### src/rtl/decomp_pkg.sv
// Shared types and helpers for the decompressor fetch controller.
package decomp_pkg;

  typedef enum logic [1:0] {
    F_IDLE,
    F_WAIT,
    F_DROP
  } fetch_state_e;

  // Address step between consecutive fetch words.
  function automatic int word_bytes(input int word_w);
    return word_w / 8;
  endfunction

endpackage

### src/rtl/decomp_buf.sv
// Synchronous FIFO of fetched entries with flush, occupancy and head output.
module decomp_buf #(
  parameter int DEPTH  = 4,
  parameter int DATA_W = 8,
  localparam int PTR_W = $clog2(DEPTH),
  localparam int OCC_W = $clog2(DEPTH + 1)
) (
  input  logic              clk,
  input  logic              reset,
  input  logic              push,
  input  logic              pop,
  input  logic              flush,
  input  logic [DATA_W-1:0] push_data,
  output logic [DATA_W-1:0] head_data,
  output logic [OCC_W-1:0]  occ,
  output logic              empty
);

  logic [DATA_W-1:0] mem [DEPTH];
  logic [PTR_W-1:0]  wr_ptr;
  logic [PTR_W-1:0]  rd_ptr;

  // NOTE: storage is not reset; only pointers and occupancy qualify its contents.
  always_ff @(posedge clk) begin
    if (push && !flush) mem[wr_ptr] <= push_data;
  end

  always_ff @(posedge clk or negedge reset) begin
    if (!reset) begin
      wr_ptr <= '0;
      rd_ptr <= '0;
      occ    <= '0;
    end else if (flush) begin
      wr_ptr <= '0;
      rd_ptr <= '0;
      occ    <= '0;
    end else begin
      if (push) wr_ptr <= wr_ptr + PTR_W'(1);
      if (pop)  rd_ptr <= rd_ptr + PTR_W'(1);
      if (push && !pop)      occ <= occ + OCC_W'(1);
      else if (pop && !push) occ <= occ - OCC_W'(1);
    end
  end

  assign head_data = mem[rd_ptr];
  assign empty     = (occ == '0);

endmodule

### src/rtl/decomp_fetch_ctrl.sv
// Fetch/issue controller between instruction memory and the CPU.
// Define DECOMP_PERF_EN to build the saturating consume counters.
module decomp_fetch_ctrl
  import decomp_pkg::*;
#(
  parameter int               ADDR_W     = 32,
  parameter int               WORD_W     = 32,
  parameter int               DEPTH      = 4,
  parameter int               PACK       = 2,
  parameter logic [ADDR_W-1:0] RESET_ADDR = '0,
  localparam int              CNT_W      = $clog2(PACK + 1),
  localparam int              SLOT_W     = $clog2(PACK)
) (
  input  logic              clk,
  input  logic              reset,
  output logic              fetch_req,
  output logic [ADDR_W-1:0] fetch_addr,
  input  logic              fetch_valid,
  input  logic [WORD_W-1:0] fetch_word,
  input  logic              fetch_encode,
  input  logic [CNT_W-1:0]  fetch_count,
  input  logic              cpu_req,
  input  logic              branch,
  input  logic [ADDR_W-1:0] branch_addr,
  output logic              out_valid,
  output logic [WORD_W-1:0] out_word,
  output logic              out_encode,
  output logic [SLOT_W-1:0] out_slot,
  output logic [31:0]       perf_issued,
  output logic [31:0]       perf_compressed
);

  localparam int               OCC_W    = $clog2(DEPTH + 1);
  localparam logic [ADDR_W-1:0] ADDR_INC = ADDR_W'(word_bytes(WORD_W));
  localparam logic [OCC_W-1:0]  FULL_OCC = OCC_W'(DEPTH);

  typedef struct packed {
    logic [WORD_W-1:0] word;
    logic              encode;
    logic [CNT_W-1:0]  count;
  } entry_t;

  fetch_state_e      state, state_nx;
  logic              run;
  logic [SLOT_W-1:0] slot;
  logic [OCC_W-1:0]  occ;
  logic              empty;
  entry_t            head;
  entry_t            push_entry;
  logic              push, pop, consume, more_slots, space;
  logic [CNT_W:0]    slot_ext;

  decomp_buf #(.DEPTH(DEPTH), .DATA_W($bits(entry_t))) u_buf (
    .clk       (clk),
    .reset     (reset),
    .push      (push),
    .pop       (pop),
    .flush     (branch),
    .push_data (push_entry),
    .head_data (head),
    .occ       (occ),
    .empty     (empty)
  );

  assign push_entry = '{word: fetch_word, encode: fetch_encode, count: fetch_count};

  // Requests only leave F_IDLE, where nothing is outstanding, so occupancy alone decides.
  assign space = run && (occ < FULL_OCC);

  // run holds requests off until the first edge after reset release.
  always_ff @(posedge clk or negedge reset) begin
    if (!reset) begin
      state <= F_IDLE;
      run   <= 1'b0;
    end else begin
      state <= state_nx;
      run   <= 1'b1;
    end
  end

  // NOTE: every combinational output gets a default first so no latch is inferred.
  always_comb begin
    state_nx = state;
    case (state)
      F_IDLE:  if (space && !branch) state_nx = F_WAIT;
      F_WAIT:  if (fetch_valid)      state_nx = F_IDLE;
               else if (branch)    state_nx = F_DROP;
      F_DROP:  if (fetch_valid)      state_nx = F_IDLE;
      default:                       state_nx = F_IDLE;
    endcase
  end

  always_comb begin
    fetch_req = 1'b0;
    push      = 1'b0;
    case (state)
      F_IDLE:  fetch_req = space && !branch;
      F_WAIT:  push      = fetch_valid && !branch;
      default: ;
    endcase
  end

  assign out_valid  = !empty;
  assign out_word   = out_valid ? head.word : '0;
  assign out_encode = out_valid && head.encode;
  assign out_slot   = slot;

  assign consume    = out_valid && cpu_req && !branch;
  assign slot_ext   = {{(CNT_W + 1 - SLOT_W){1'b0}}, slot} + (CNT_W + 1)'(1);
  assign more_slots = head.encode && (slot_ext < {1'b0, head.count});
  assign pop        = consume && !more_slots;

  always_ff @(posedge clk or negedge reset) begin
    if (!reset) begin
      fetch_addr <= RESET_ADDR;
      slot       <= '0;
    end else begin
      if (branch)         fetch_addr <= branch_addr;
      else if (fetch_req) fetch_addr <= fetch_addr + ADDR_INC;

      if (branch)       slot <= '0;
      else if (consume) slot <= more_slots ? slot + SLOT_W'(1) : '0;
    end
  end

`ifdef DECOMP_PERF_EN
  always_ff @(posedge clk or negedge reset) begin
    if (!reset) begin
      perf_issued     <= '0;
      perf_compressed <= '0;
    end else if (consume) begin
      if (perf_issued != '1)                   perf_issued     <= perf_issued + 32'd1;
      if (out_encode && perf_compressed != '1) perf_compressed <= perf_compressed + 32'd1;
    end
  end
`else
  assign perf_issued     = '0;
  assign perf_compressed = '0;
`endif

endmodule

### config.mk
export PLATFORM = sky130hd
export DESIGN_NAME = decomp_fetch_ctrl
export DESIGN_NICKNAME = d
export VERILOG_FILES = /design/src/rtl/decomp_pkg.sv /design/src/rtl/decomp_buf.sv /design/src/rtl/decomp_fetch_ctrl.sv
export SDC_FILE = /design/constraint.sdc
export NUM_CORES = 1
export LEC_CHECK = 0
export BUFFER_PORTS_ARGS = -buffer_cell sky130_fd_sc_hd__buf_2
export CORE_MARGIN = 5
export CORE_UTILIZATION = 40
export DETAILED_ROUTE_END_ITERATION = 12
export GPL_ROUTABILITY_DRIVEN = 0
export HOLD_SLACK_MARGIN = 0.02
export PLACE_DENSITY_LB_ADDON = 0.15
export SLEW_MARGIN = 20
export SYNTH_ARGS = -nofsm -noshare
export SYNTH_HDL_FRONTEND = slang
export SYNTH_HIERARCHICAL = 1
export SYNTH_SLANG_ARGS = --single-unit
### constraint.sdc
create_clock -name clk -period 3.35 [get_ports clk]
set_input_delay 0.67 -clock clk [delete_from_list [all_inputs] [get_ports clk]]
set_output_delay 0.67 -clock clk [all_outputs]
set_load 0.01 [all_outputs]
After elaboration in Yosys (flattened, before gate mapping):

Memories as Yosys holds them, arrays and structs flattened.
Index checks and enable logic that the tools add are counted.

* register bits: 43
* RAM bits: 140
* input port bits: 72
* logic and storage cells: 68
* memories: 1

Memories
* u_buf.mem: depth 4, width 35, read ports 1, clocked after Yosys merged registers in 0, write ports 1, RTL line decomp_buf.sv:19 `logic [DATA_W-1:0] mem [DEPTH];`

* $add $sub $neg: 7
* $lt $le $gt $ge: 2
* eq/ne operators: 5
* mux-type cells: 22
* reductions and logical operators: 24

Operators with widths (number)
* 2-to-1 mux 32 bit: 3
* adder 32 x 3 -> 32 bit (second input constant): 1
* 2-to-1 mux 2 bit: 8
* logical AND 1 bit: 11
* 2-to-1 mux 3 bit: 3
* nonzero test 2 bit: 4
* 2-to-1 mux 1 bit: 7
* case mux 2 bit (3 select lines): 1
* zero test 1 bit: 5
* adder 2 x 1 -> 2 bit (second input constant): 2
* != test 2 bit (second input constant): 2
* adder 3 x 1 -> 3 bit (second input constant): 1
* zero test 3 bit: 1
* < comparator 3 bit (second input constant): 1
* != test 3 bit (second input constant): 1
* AND reduction 3 bit: 1
* nonzero test 3 bit: 1
* subtractor 3 x 1 -> 3 bit (second input constant): 1
* adder 1 x 1 -> 2 bit (second input constant): 1
* equality test 2 x 1 -> 1 bit (second input constant): 1
* equality test 2 bit (second input constant): 1
* zero test 2 bit: 1
* < comparator 2 bit: 1
* adder 1 bit (second input constant): 1

Longest topological paths before layout:

Gate-level depths: netlist of run 1.

* depth in word-level cells: 9
* mapped depth: 14

Cells and area by module:

The synthesis of run 1 kept the hierarchy.

Modules (own cells, without submodules)
* decomp_buf: times used 1, cells an instance 226, area each 5531.6 um^2
* decomp_fetch_ctrl: times used 1, cells an instance 353, area each 2892.8 um^2

Least setup slack after synthesis of run 1:

No wires, ideal clock.

* kind: reg-to-reg
* start point: register u_buf.rd_ptr[0]
* end point: register u_buf.occ[2]
* arrival time: 2.953 ns
* data required time: 3.272 ns
* setup slack: 0.319 ns
* cell stages (with the launch flop): 15
* buffers on the path: 2
* path through: dfrtp_1 -> buf_6 -> buf_12 -> mux4_2 -> inv_1 -> ha_1 -> nand2b_1 -> a21oi_1 -> nor3_1 -> inv_1 -> ha_1 -> fa_1 -> xnor2_1 -> or3_1 -> a21oi_1

RTL lines
* start, declared: RTL line decomp_buf.sv:21 `logic [PTR_W-1:0] rd_ptr;`
* start signal, assigned: RTL line decomp_buf.sv:39 `if (pop) rd_ptr <= rd_ptr + PTR_W'(1);`
* end signal, assigned: RTL line decomp_buf.sv:40 `if (push && !pop) occ <= occ + OCC_W'(1);`
* end signal, assigned: RTL line decomp_buf.sv:41 `else if (pop && !push) occ <= occ - OCC_W'(1);`
* end, declared: RTL line decomp_buf.sv:15 `output logic [OCC_W-1:0] occ,`

==> summary.md, run 1 <==
| Metric | Value |
|---|---|
| Area of the die | 24100 um^2 |
| EDFF count, synth | 140 |
| Number of buffers on the longest clock path | 2 |
| Crit path time final | approximately 3 ns |
| Share of the cycle needed by the critical path after routing | between 80% and 90% |
| Multi-input gate area in the final layout | roughly 2700 um^2 |
| Hold Vio Cnt, Final | 0 |
| Cell family with the largest share of critical-path delay | simple AND/OR/NAND/NOR gates |
| Final #Nets | roughly 810 |
| Arr. time, crit path | 3.32 ns |
| Sequence of cells on the critical path | buf_4, mux4_2, nand2b_1, a21oi_1, nor3_1, inv_1, ha_1, fa_1, xnor2_1, or3_1, a21oi_1 |
| Mean routed wirelength per cell | between 15 and 20 um |
| Setup Fix Bufs, Post-CTS | 0 |
| # resized after CTS | 0 |
| Ratio of total power to cell area | 521 nW/um^2 |
| Worst endpoint required time | between 3 and 4 ns |
| Total power | ~5.1 mW |
| Setup slack of the worst register-to-register path | 0.38 ns |
| Origin of the critical flop-to-flop path | u_buf/rd_ptr[0] |
| CP Launch Point | u_buf/rd_ptr[0] |
| Relative slew slack | 53.4% |
| Yosys Warn Count | 6 |
| Sequential cell area | about 5300 um^2 |
| Summed instance area of the synthesized netlist | between 8000 and 9000 um^2 |
| Number of distinct library cells after synthesis | 49 |
| Via density | 5.09 |
| Clock input transition at the sequential cells of the worst setup and hold paths | around 0.08 ns |
| Async set-or-reset flop fraction in the synthesized netlist | between 20% and 30% |
| Post-route DRC | 0 |
| Final-report setup violation count | 0 |
| # clock sinks | ~180 |
| Worst setup skew after layout | 0.0176 ns |
| Number of H-tree levels | 4 |
| Final number of max-transition violations | 0 |
| Die height | 155 um |
| Filler Cells Inserted | between 1500 and 2000 |
| Overall via count from detail_route | 5160 |
| Buffers plus inverters on the worst setup path | 2 |
| First-iteration detailed-routing DRC count | approximately 250 |
| CTS hold repair buffers | 0 |
| Number of clock buffers inserted by TritonCTS | 17 |
| Number of antenna violations at the first check in global routing | 2 |
| Hold Path Class | input port to asynchronous set/reset pin |
| Most common cell after layout, fill and taps aside | edfxtp_1 |
| Die X | around 160 um |
| Floorplan Core Area | 20900 um^2 |
| Leftover overflow at the end of global routing | 0 |
| Placed wire-length estimate after detailed placement | about 12000 um |
| Detailed Routing Iterations Pass 1 | 5 |
| Maximum fanout along the worst path | 9 |
| Highest-delay cell along the critical path | mux4_2 |
| Maximum number of pins on one net before global-route repair | 44 |
| Number of global-route vias before repair | approximately 5100 |
| Average size of a mapped cell | between 10 and 15 um^2 |
| Share of layout cells above drive strength 1 | between 30 and 40% |
| Total global routing track utilization | roughly 15% |
| Number of standard-cell rows in the floorplan | 53 |
| Max frequency | between 0.3 and 0.4 GHz |
| TritonCTS clock tree | built |
| Worst stage delay on the critical path | between 0.5 and 0.6 ns |
| Clock latency on the worst-skew pair | about 0.43 ns |
| Max rail drop VDD | 0.343 mV |
| Commonest cells after routing, fill and taps aside | edfxtp_1, buf_2, conb_1 |
| Most common cell on crit path | a21oi_1 |
| Total length of routed wires | 18400 um |
| Outcome | completed |
| Count of pins on the block boundary | about 200 |
| Initial cell density of the core | 40.3% |
| Global-route wire length before repair | between 20000 and 30000 um |
| TNS Setup | 0 ns |
| Number of buffers inserted by port buffering | between 100 and 150 |
| Cell at the root of the clock tree | clkbuf_16 |
| Transition time at the pin with the least slew margin | 0.692 ns |
| Startpoint types | register |
| Crit. End Element | register |
| Share of the yosys chip area belonging to registers | between 60% and 70% |
| Mapped Cells | 579 |
| Total of flip-flops plus latches after synthesis | ~180 |
| Worst Setup Path Type | register to register |
| Area growth from synthesis to layout | 16.6% |
| P_leak | ~3.7 nW |
| Setup repair after global routing missed its margin | no |
| Remaining number of nets flagged by the antenna check after routing | 0 |
| Most common flop cell mapped by yosys | edfxtp_1 |
| Number of max-cap violations | 0 |
==> report_power, final <==
part | leakage (nW) | switching, mW | internal [mW]
clock | 0.290 | 0.943 | 1.01
combinational | 1.60 | 0.354 | 0.235
sequential | 1.77 | 0.0782 | 2.50
==> cells in the mapped netlist (12+ instances only) <==
cell type / n / area [um^2]
edfxtp_1: 140 / 4200
nand3_1: 13 / 65.1
mux4_2: 28 / 631
or4_1: 15 / 113
nor2_1: 30 / 113
clkbuf_1: 12 / 45.0
nand2_1: 26 / 97.6
buf_4: 64 / 480
o21ai_0: 18 / 90.1
o31ai_1: 12 / 90.1
dfrtp_1: 43 / 1080
nor2b_1: 36 / 225
a31oi_1: 17 / 106
==> per-stage QoR <==
stage	utilization, %	setup WS [ns]	hold slack, ns	area (um^2)	cells
3_3_place_gp	44.1	0.444	0.492	9220	981
5_1_grt	47.0	0.173	0.272	9820	1013
6_report	47.0	0.378	0.243	9820	1014
4_1_cts	47.0	0.331	0.404	9820	1013
3_5_place_dp	44.1	0.363	0.498	9220	981
2_1_floorplan	-	0.319	0.374	8660	642
==> cell families (layout without fill, tap and decap cells) <==
group / Yosys count / count (layout) / share of synthesized area, %
muxes: 39 / 39 / 10.2
and+or+nand+nor: 177 / 177 / 12.1
xor gates and xnor gates: 14 / 14 / 1.46
AOI/OAI and AO/OA: 57 / 57 / 4.08
buffers and inverters: 99 / 195 / 8.11
adders and majority gates: 8 / 8 / 1.28
DFF: 183 / 183 / 62.7
other: 2 / 66 / 0.0891
==> state kept, by name (all words and copies together) (netlist names) <==
signal and flops:
u_buf/wr_ptr 2, out_slot 1, u_buf/occ 3, state 2, run 1, u_buf/mem 140
u_buf/rd_ptr 2, fetch_addr 32
==> worst register-to-register path, stage by stage, from the launching register on <==
cell,delay [ns]
dfrtp_2,0.42
buf_4,0.25
mux4_2,0.55
nand2b_1,0.11
a21oi_1,0.05
nor3_1,0.25
inv_1,0.08
ha_1,0.22
fa_1,0.38
xnor2_1,0.14
or3_1,0.31
a21oi_1,0.15
==> routing by layer <==
layer	GRT usage (%)	vias up	part of all wire, %
met5	0	-	0.11
met3	4.70	12	8.3
met2	25.4	203	50
met4	3.83	4	0.83
met1	19.5	2567	41
li1	-	2374	-
==> path summary, 6_finish.rpt <==
| path | depth (start not counted) | to |
|---|---|---|
| max | 11 | u_buf/occ[2] |
| min | 1 | fetch_addr[5] |
| max reg2reg | 11 | u_buf/occ[2] |
| min reg2reg | 1 | fetch_addr[0] |
| max in group asynchronous | 1 | u_buf/rd_ptr[1] |
| min in group clk | 2 | state[1] |
==> cell type report <==
type / instances / area share (%)
diodes: 1 / 0.0255
clock buffers: 17 / 4.33
clock inverters: 15 / 1.75
inverters: 11 / 0.420
multi-input cells: 360 / 27.6
flip-flops and latches: 183 / 53.8
well taps: 275 / 3.50
repair buffers: 152 / 8.61
Note: power is estimated with default switching activity, not from simulation.
==> run 2: changes to the inputs <==
==> constraint.sdc (replaced) <==
create_clock -name clk -period 3.35 [get_ports clk]
set_input_delay 0.67 -clock clk [delete_from_list [all_inputs] [get_ports clk]]
set_output_delay 0.67 -clock clk [all_outputs]
set_load 0.1 [all_outputs]
==> run 2 against run 1 <==
Sequential share of layout area is 0.069 points higher. Setup slack worse by 0.065 ns. Clock power is 6% higher. Maximum frequency is 2.1% lower. Cell count is 0.20% higher. Non-clock buffer count is 4 higher. Sequential power hardly changed. Combinational power grew to 2.6 times the previous value. Wire length is 0.15% lower. Power is 21% higher. Design area is 0.13% lower. Flip-flop and latch count stayed put. Largest cell class unchanged. Largest power group unchanged.
==> summary.md, run 2 (same netlist as run 1, synthesis figures left out) <==
| Metric | Value |
|---|---|
| Total global routing track utilization | 15.3% (was 15.2%) |
| Hold Vio Cnt, Final | 0 (unchanged) |
| TritonCTS clock tree | built (unchanged) |
| Transition time at the pin with the least slew margin | 0.621 ns (was 0.692 ns) |
| Number of buffers inserted by port buffering | 139 (unchanged) |
| # resized after CTS | 0 (unchanged) |
| P_leak | 3.68 nW (was 3.66 nW) |
| Final-report setup violation count | 0 (unchanged) |
| Area of the die | 24100 um^2 (unchanged) |
| TNS Setup | 0 ns (unchanged) |
| Crit. End Element | output pin (was register) |
| Count of pins on the block boundary | 204 (unchanged) |
| Mean routed wirelength per cell | 18.1 um (about the same) |
| Ratio of total power to cell area | 631 nW/um^2 (was 521 nW/um^2) |
| Commonest cells after routing, fill and taps aside | edfxtp_1, buf_2, conb_1 (unchanged) |
| Global-route wire length before repair | 28800 um (was 28400 um) |
| First-iteration detailed-routing DRC count | 255 (was 247) |
| Number of standard-cell rows in the floorplan | 53 (unchanged) |
| Hold Path Class | input port to asynchronous set/reset pin (unchanged) |
| Relative slew slack | 58.2% (was 53.4%) |
| Cell-internal power | 3.87 mW (was 3.74 mW) |
| Share of the cycle needed by the critical path after routing | 90.7% (was 88.7%) |
| Startpoint types | register (unchanged) |
| Final #Nets | 809 (was 805) |
| Number of buffers on the longest clock path | 2 (unchanged) |
| Clock input transition at the sequential cells of the worst setup and hold paths | 0.07 ns (was 0.08 ns) |
| Number of flip-flops under the largest register name | 140 (unchanged) |
| Initial cell density of the core | 40.3% (unchanged) |
| # clock sinks | 183 (unchanged) |
| Fin worst setup slack | 0.312 ns (was 0.378 ns) |
| Number of H-tree levels | 4 (unchanged) |
| Floorplan Core Area | 20900 um^2 (unchanged) |
| Share of total power consumed by net switching | 37.5% (was 26.9%) |
| Seq pwr share | 41.6% (was 50.4%) |
| Share of power burned in combinational logic | 25.2% (was 11.5%) |
| Register name with the most flops | u_buf/mem (unchanged) |
| Max rail drop VDD | 0.353 mV (was 0.343 mV) |
| Crit path time final | 3.04 ns (was 2.97 ns) |
| Via density | 5.11 (was 5.09) |
| Overall via count from detail_route | 5196 (was 5160) |
| Number of max-cap violations | 0 (unchanged) |
| Number of antenna violations at the first check in global routing | 2 (unchanged) |
| Worst stage delay on the critical path | 0.62 ns (was 0.54 ns) |
| Cell at the root of the clock tree | clkbuf_16 (unchanged) |
| Final number of max-transition violations | 0 (unchanged) |
| Detailed Routing Iterations Pass 1 | 5 (unchanged) |
| Sequence of cells on the critical path | buf_4, mux4_1, nor2b_1, buf_2 (was buf_4, mux4_2, nand2b_1, a21oi_1, nor3_1, inv_1, ha_1, fa_1, xnor2_1, or3_1, a21oi_1) |
| Arr. time, crit path | 2.37 ns (was 3.32 ns) |
| Biggest regs | u_buf/mem: 140 flops, fetch_addr: 32 flops, u_buf/occ: 3 flops (unchanged) |
| Max frequency | 0.329 GHz (was 0.336 GHz) |
| Cell family with the largest share of critical-path delay | buffers and inverters (was simple AND/OR/NAND/NOR gates) |
| Leftover overflow at the end of global routing | 0 (unchanged) |
| Most common cell after layout, fill and taps aside | edfxtp_1 (unchanged) |
| Share of layout cells above drive strength 1 | 31.2% (was 30.9%) |
| Placed wire-length estimate after detailed placement | 12400 um (about the same) |
| Outcome | completed (unchanged) |
| Post-route DRC | 0 (unchanged) |
| Die height | 155 um (unchanged) |
| Buffers plus inverters on the worst setup path | 2 (unchanged) |
| Maximum fanout along the worst path | 23 (was 9) |
| Area growth from synthesis to layout | 16.4% (was 16.6%) |
| Setup slack at placement | 0.448 ns (was 0.363 ns) |
| Worst endpoint required time | 2.68 ns (was 3.69 ns) |
| Number of global-route vias before repair | 5126 (was 5057) |
| Worst setup skew after layout | 0.0102 ns (was 0.0176 ns) |
| Setup repair after global routing missed its margin | no (unchanged) |
| Filler Cells Inserted | 1872 (was 1845) |
| Number of clock buffers inserted by TritonCTS | 17 (unchanged) |
| Worst Setup Path Type | register to output pin (was register to register) |
| Remaining number of nets flagged by the antenna check after routing | 0 (unchanged) |
| Die X | 155 um (unchanged) |
| Setup Fix Bufs, Post-CTS | 0 (unchanged) |
| Clock latency on the worst-skew pair | 0.42 ns (was 0.43 ns) |
| Diode insertion count for antenna repair | 0 (was 1) |
| Total length of routed wires | 18400 um (about the same) |
| Maximum number of pins on one net before global-route repair | 44 (unchanged) |
| CTS hold repair buffers | 0 (unchanged) |
| Fraction of power consumed by the clock network | 33.2% (was 38.1%) |
| Highest-delay cell along the critical path | mux4_1 (was mux4_2) |
| Total net switching power | 2.33 mW (was 1.38 mW) |
## run 2: cell count changes in the layout (fill, tap and decap cells not counted), sizes merged
cell      before  now
bufinv         0    2
diode          1    0
clkinvlp       0    1
buf          152  156
inv           17   18
clkinv         9    4
## run 2: power groups by stage
stage               sequential, mW  clock, mW  combinational, mW
floorplan                     2.89          0               1.09
global placement              2.62          0               1.57
detailed placement            2.62          0               1.57
CTS                           2.57       2.12               1.58
global route                  2.58       2.21               1.63
finish                        2.58       2.06               1.56
## run 2: final cells by class
| type | count | area (um^2) | share of cell area (%) |
|---|---|---|---|
| clock inverter | 14 | 181 | 1.85 |
| inverter | 11 | 41.3 | 0.421 |
| clock buffer | 17 | 425 | 4.34 |
| tap | 275 | 344 | 3.51 |
| timing repair buffer | 156 | 826 | 8.42 |
| sequential | 183 | 5280 | 53.9 |
| multi-input combinational | 360 | 2710 | 27.6 |
## run 2: final timing paths
check | start | to | slack [ns] | cells past startpoint
worst min register to register | fetch_addr[0] | fetch_addr[0] | 0.52 | 1
worst max register to register | u_buf/rd_ptr[0] | u_buf/occ[2] | 0.46 | 12
worst max-delay path | u_buf/rd_ptr[0] | out_word[27] | 0.31 | 4
worst min-delay path | reset | fetch_addr[5] | 0.25 | 1
max in group asynchronous | reset | u_buf/rd_ptr[0] | 2.67 | 1
min in group clk | fetch_valid | state[1] | 0.43 | 2
## run 2: metrics by stage
step	total power [mW]	instances	hold slack (ns)	util [%]	cell area, um^2
finish	6.19	1016	0.246	47.0	9810
detailed placement	4.20	985	0.497	44.0	9200
global route	6.42	1016	0.283	47.0	9810
global placement	4.19	985	0.490	44.0	9200
CTS	6.26	1016	0.399	46.9	9810
floorplan	3.98	642	0.374	-	8660
## run 2: layer usage
metal	GRT usage [%]	share of wire (%)
met1	20.3	42
met2	24.8	48
met3	4.01	7.9
met4	4.63	1.3
met5	0	0.13
==> run 3: changes to the inputs <==
==> constraint.sdc (replaced) <==
create_clock -name clk -period 3.35 [get_ports clk]
set_input_delay 0 -clock clk [delete_from_list [all_inputs] [get_ports clk]]
set_output_delay 0 -clock clk [all_outputs]
set_load 0.1 [all_outputs]
==> run 3 against run 2 <==
Setup slack better by 0.041 ns. Clock power is 2% lower. Global-route usage is 0.64 points higher. Count of clock-buffer cells in the layout did not move. Utilization rose by 3.3 points. Register-to-register slack got worse by 0.11 ns. First-iteration DRC count decreased by 3.1%. Wire length up 4.5%.
==> summary.md, run 3 (same netlist as run 1, synthesis figures left out) <==
| Metric | Value |
|---|---|
| P_leak | 3.96 nW (was 3.68 nW) |
| Filler Cells Inserted | 1807 (was 1872) |
| Mean routed wirelength per cell | 17.7 um (was 18.1 um) |
| Number of max-cap violations | 0 (unchanged) |
| Detailed Routing Iterations Pass 1 | 5 (unchanged) |
| Endpoint, Worst Hold | u_buf/rd_ptr[1] |
| Setup repair after global routing missed its margin | no (unchanged) |
| Max rail drop VDD | 0.436 mV (was 0.353 mV) |
| Startpoint types | register (unchanged) |
| Transition time at the pin with the least slew margin | 0.768 ns (was 0.621 ns) |
| Biggest regs | u_buf/mem: 140 flops, fetch_addr: 32 flops, u_buf/occ: 3 flops (unchanged) |
| Total global routing track utilization | 15.9% (was 15.3%) |
| Number of buffers on the longest clock path | 2 (unchanged) |
| Count of pins on the block boundary | 204 (unchanged) |
| Final-report setup violation count | 0 (unchanged) |
| Max frequency | 0.334 GHz (was 0.329 GHz) |
| Overall via count from detail_route | 5385 (was 5196) |
| Post-route DRC | 0 (unchanged) |
| Hold Path Class | input port to register (was input port to asynchronous set/reset pin) |
| Via density | 4.97 (was 5.11) |
| WHS Path Cells | 2 |
| Share of the cycle needed by the critical path after routing | 89.5% (was 90.7%) |
| Worst reg-to-reg path cell count | 11 (was 12) |
| Register name with the most flops | u_buf/mem (unchanged) |
| Arr. time, crit path | 3.34 ns (was 2.37 ns) |
| Maximum number of pins on one net before global-route repair | 44 (unchanged) |
| Number of buffers inserted by port buffering | 139 (unchanged) |
| Most common cell after layout, fill and taps aside | edfxtp_1 (unchanged) |
| Floorplan Core Area | 20900 um^2 (unchanged) |
| Worst Setup Path Type | register to register (was register to output pin) |
| Setup slack of the worst register-to-register path | 0.35 ns (was 0.46 ns) |
| TritonCTS clock tree | built (unchanged) |
| Number of flip-flops under the largest register name | 140 (unchanged) |
| Die X | 155 um (unchanged) |
| Share of layout cells above drive strength 1 | 28.4% (was 31.2%) |
| Die height | 155 um (unchanged) |
| # clock sinks | 183 (unchanged) |
| Relative slew slack | 48.3% (was 58.2%) |
| Commonest cells after routing, fill and taps aside | edfxtp_1, buf_2, dlygate4sd3_1 (was edfxtp_1, buf_2, conb_1) |
| Cell at the root of the clock tree | clkbuf_16 (unchanged) |
| Placed wire-length estimate after detailed placement | 12400 um (about the same) |
| Maximum fanout along the worst path | 9 (was 23) |
| Diode insertion count for antenna repair | 0 (unchanged) |
| Outcome | completed (unchanged) |
| Crit. End Element | register (was output pin) |
| Origin of the worst min-delay path | branch |
| Origin of the critical flop-to-flop path | u_buf/rd_ptr[0] (unchanged) |
| R2r endpoint | u_buf/occ[2] (unchanged) |
| Number of clock buffers inserted by TritonCTS | 17 (unchanged) |
| Final worst hold slack | 0.0334 ns (was 0.246 ns) |
| Clock input transition at the sequential cells of the worst setup and hold paths | 0.08 ns (was 0.07 ns) |
| Global-route wire length before repair | 29900 um (was 28800 um) |
| Initial cell density of the core | 40.3% (unchanged) |
| Worst endpoint required time | 3.69 ns (was 2.68 ns) |
| TNS Setup | 0 ns (unchanged) |
| Final #Nets | 877 (was 809) |
| Number of standard-cell rows in the floorplan | 53 (unchanged) |
| # resized after CTS | 0 (unchanged) |
| Remaining number of nets flagged by the antenna check after routing | 0 (unchanged) |
| First-iteration detailed-routing DRC count | 247 (was 255) |
| Total length of routed wires | 19200 um (was 18400 um) |
| Area growth from synthesis to layout | 24.7% (was 16.4%) |
| Final number of max-transition violations | 0 (unchanged) |
| Ratio of total power to cell area | 592 nW/um^2 (was 631 nW/um^2) |
| Clock latency on the worst-skew pair | 0.43 ns (was 0.42 ns) |
| Number of global-route vias before repair | 5530 (was 5126) |
| Number of antenna violations at the first check in global routing | 0 (was 2) |
| Area of the die | 24100 um^2 (unchanged) |
| Crit path time final | 3.00 ns (was 3.04 ns) |
| Leftover overflow at the end of global routing | 0 (unchanged) |
| Worst setup skew after layout | 0.0166 ns (was 0.0102 ns) |
| Hold Vio Cnt, Final | 0 (unchanged) |
| Number of H-tree levels | 4 (unchanged) |
[run 3: changes by cell type in the layout (fill, tap and decap cells not counted)]
cell           change
buf_12             +1
buf_2              +1
buf_4              -4
bufinv_16          -1
clkinv_1           -1
clkinv_4           +1
clkinv_8           +4
clkinvlp_4         +1
dlygate4sd3_1     +70
inv_8              -4
[run 3: metrics by stage]
step | std cells | area, um^2 | utilization, % | setup WS (ns) | power, mW
6_report | 1084 | 10500 | 50.3 | 0.353 | 6.22
2_1_floorplan | 642 | 8660 | - | 0.312 | 3.98
3_3_place_gp | 983 | 9200 | 44.0 | 0.443 | 4.19
4_1_cts | 1084 | 10500 | 50.3 | 0.341 | 6.29
5_1_grt | 1084 | 10500 | 50.3 | 0.154 | 6.44
3_5_place_dp | 983 | 9200 | 44.0 | 0.375 | 4.20
[run 3: what timing repair did]
item                                   in CTS  in global routing
hold buffers                               70                  0
buffers inserted                            0                  0
endpoints found under the hold margin     218                  0
[run 3: critical path: stages, from the launching register on]
cell      delay, ns
dfrtp_2        0.43
buf_4          0.24
mux4_2         0.54
nand2b_1       0.11
a21oi_1        0.05
nor3_1         0.23
inv_1          0.07
ha_1           0.22
fa_1           0.39
xnor2_1        0.15
or3_1          0.31
a21oi_1        0.16
[run 3: final cells by class]
type / count / area (um^2) / area share, %
clock buffer: 17 / 425 / 4.05
sequential: 183 / 5280 / 50.3
clock inverter: 14 / 184 / 1.75
inverter: 11 / 41.3 / 0.393
timing repair buffer: 224 / 1520 / 14.5
tap: 275 / 344 / 3.27
multi-input combinational: 360 / 2710 / 25.8
[run 3: power by group]
part           switching [mW]  leakage, nW  internal (mW)  total [mW]
Combinational            1.35         1.90          0.288        1.63
Sequential             0.0783         1.77           2.50        2.58
Clock                   0.942        0.288           1.07        2.01
[run 3: worst max-delay path by stage]
stage	startpoint	to	slack (ns)	cells past startpoint
after global routing	u_buf/rd_ptr[0]	u_buf/occ[2]	0.15	11
final	u_buf/rd_ptr[0]	u_buf/occ[2]	0.35	11
after detailed placement	u_buf/rd_ptr[0]	u_buf/occ[2]	0.37	11
after floorplan	u_buf/rd_ptr[0]	u_buf/occ[2]	0.31	14
after CTS	u_buf/rd_ptr[0]	u_buf/occ[2]	0.34	11
after global placement	u_buf/rd_ptr[0]	u_buf/occ[2]	0.44	11
[run 3: routing by layer]
| metal | up-vias | GRT usage (%) | part of all wire (%) |
|---|---|---|---|
| met5 | - | 0 | 0 |
| met4 | 0 | 5.17 | 1.5 |
| met3 | 19 | 3.98 | 7.6 |
| met2 | 221 | 27.7 | 50 |
| met1 | 2645 | 19.5 | 41 |
| li1 | 2500 | - | - |
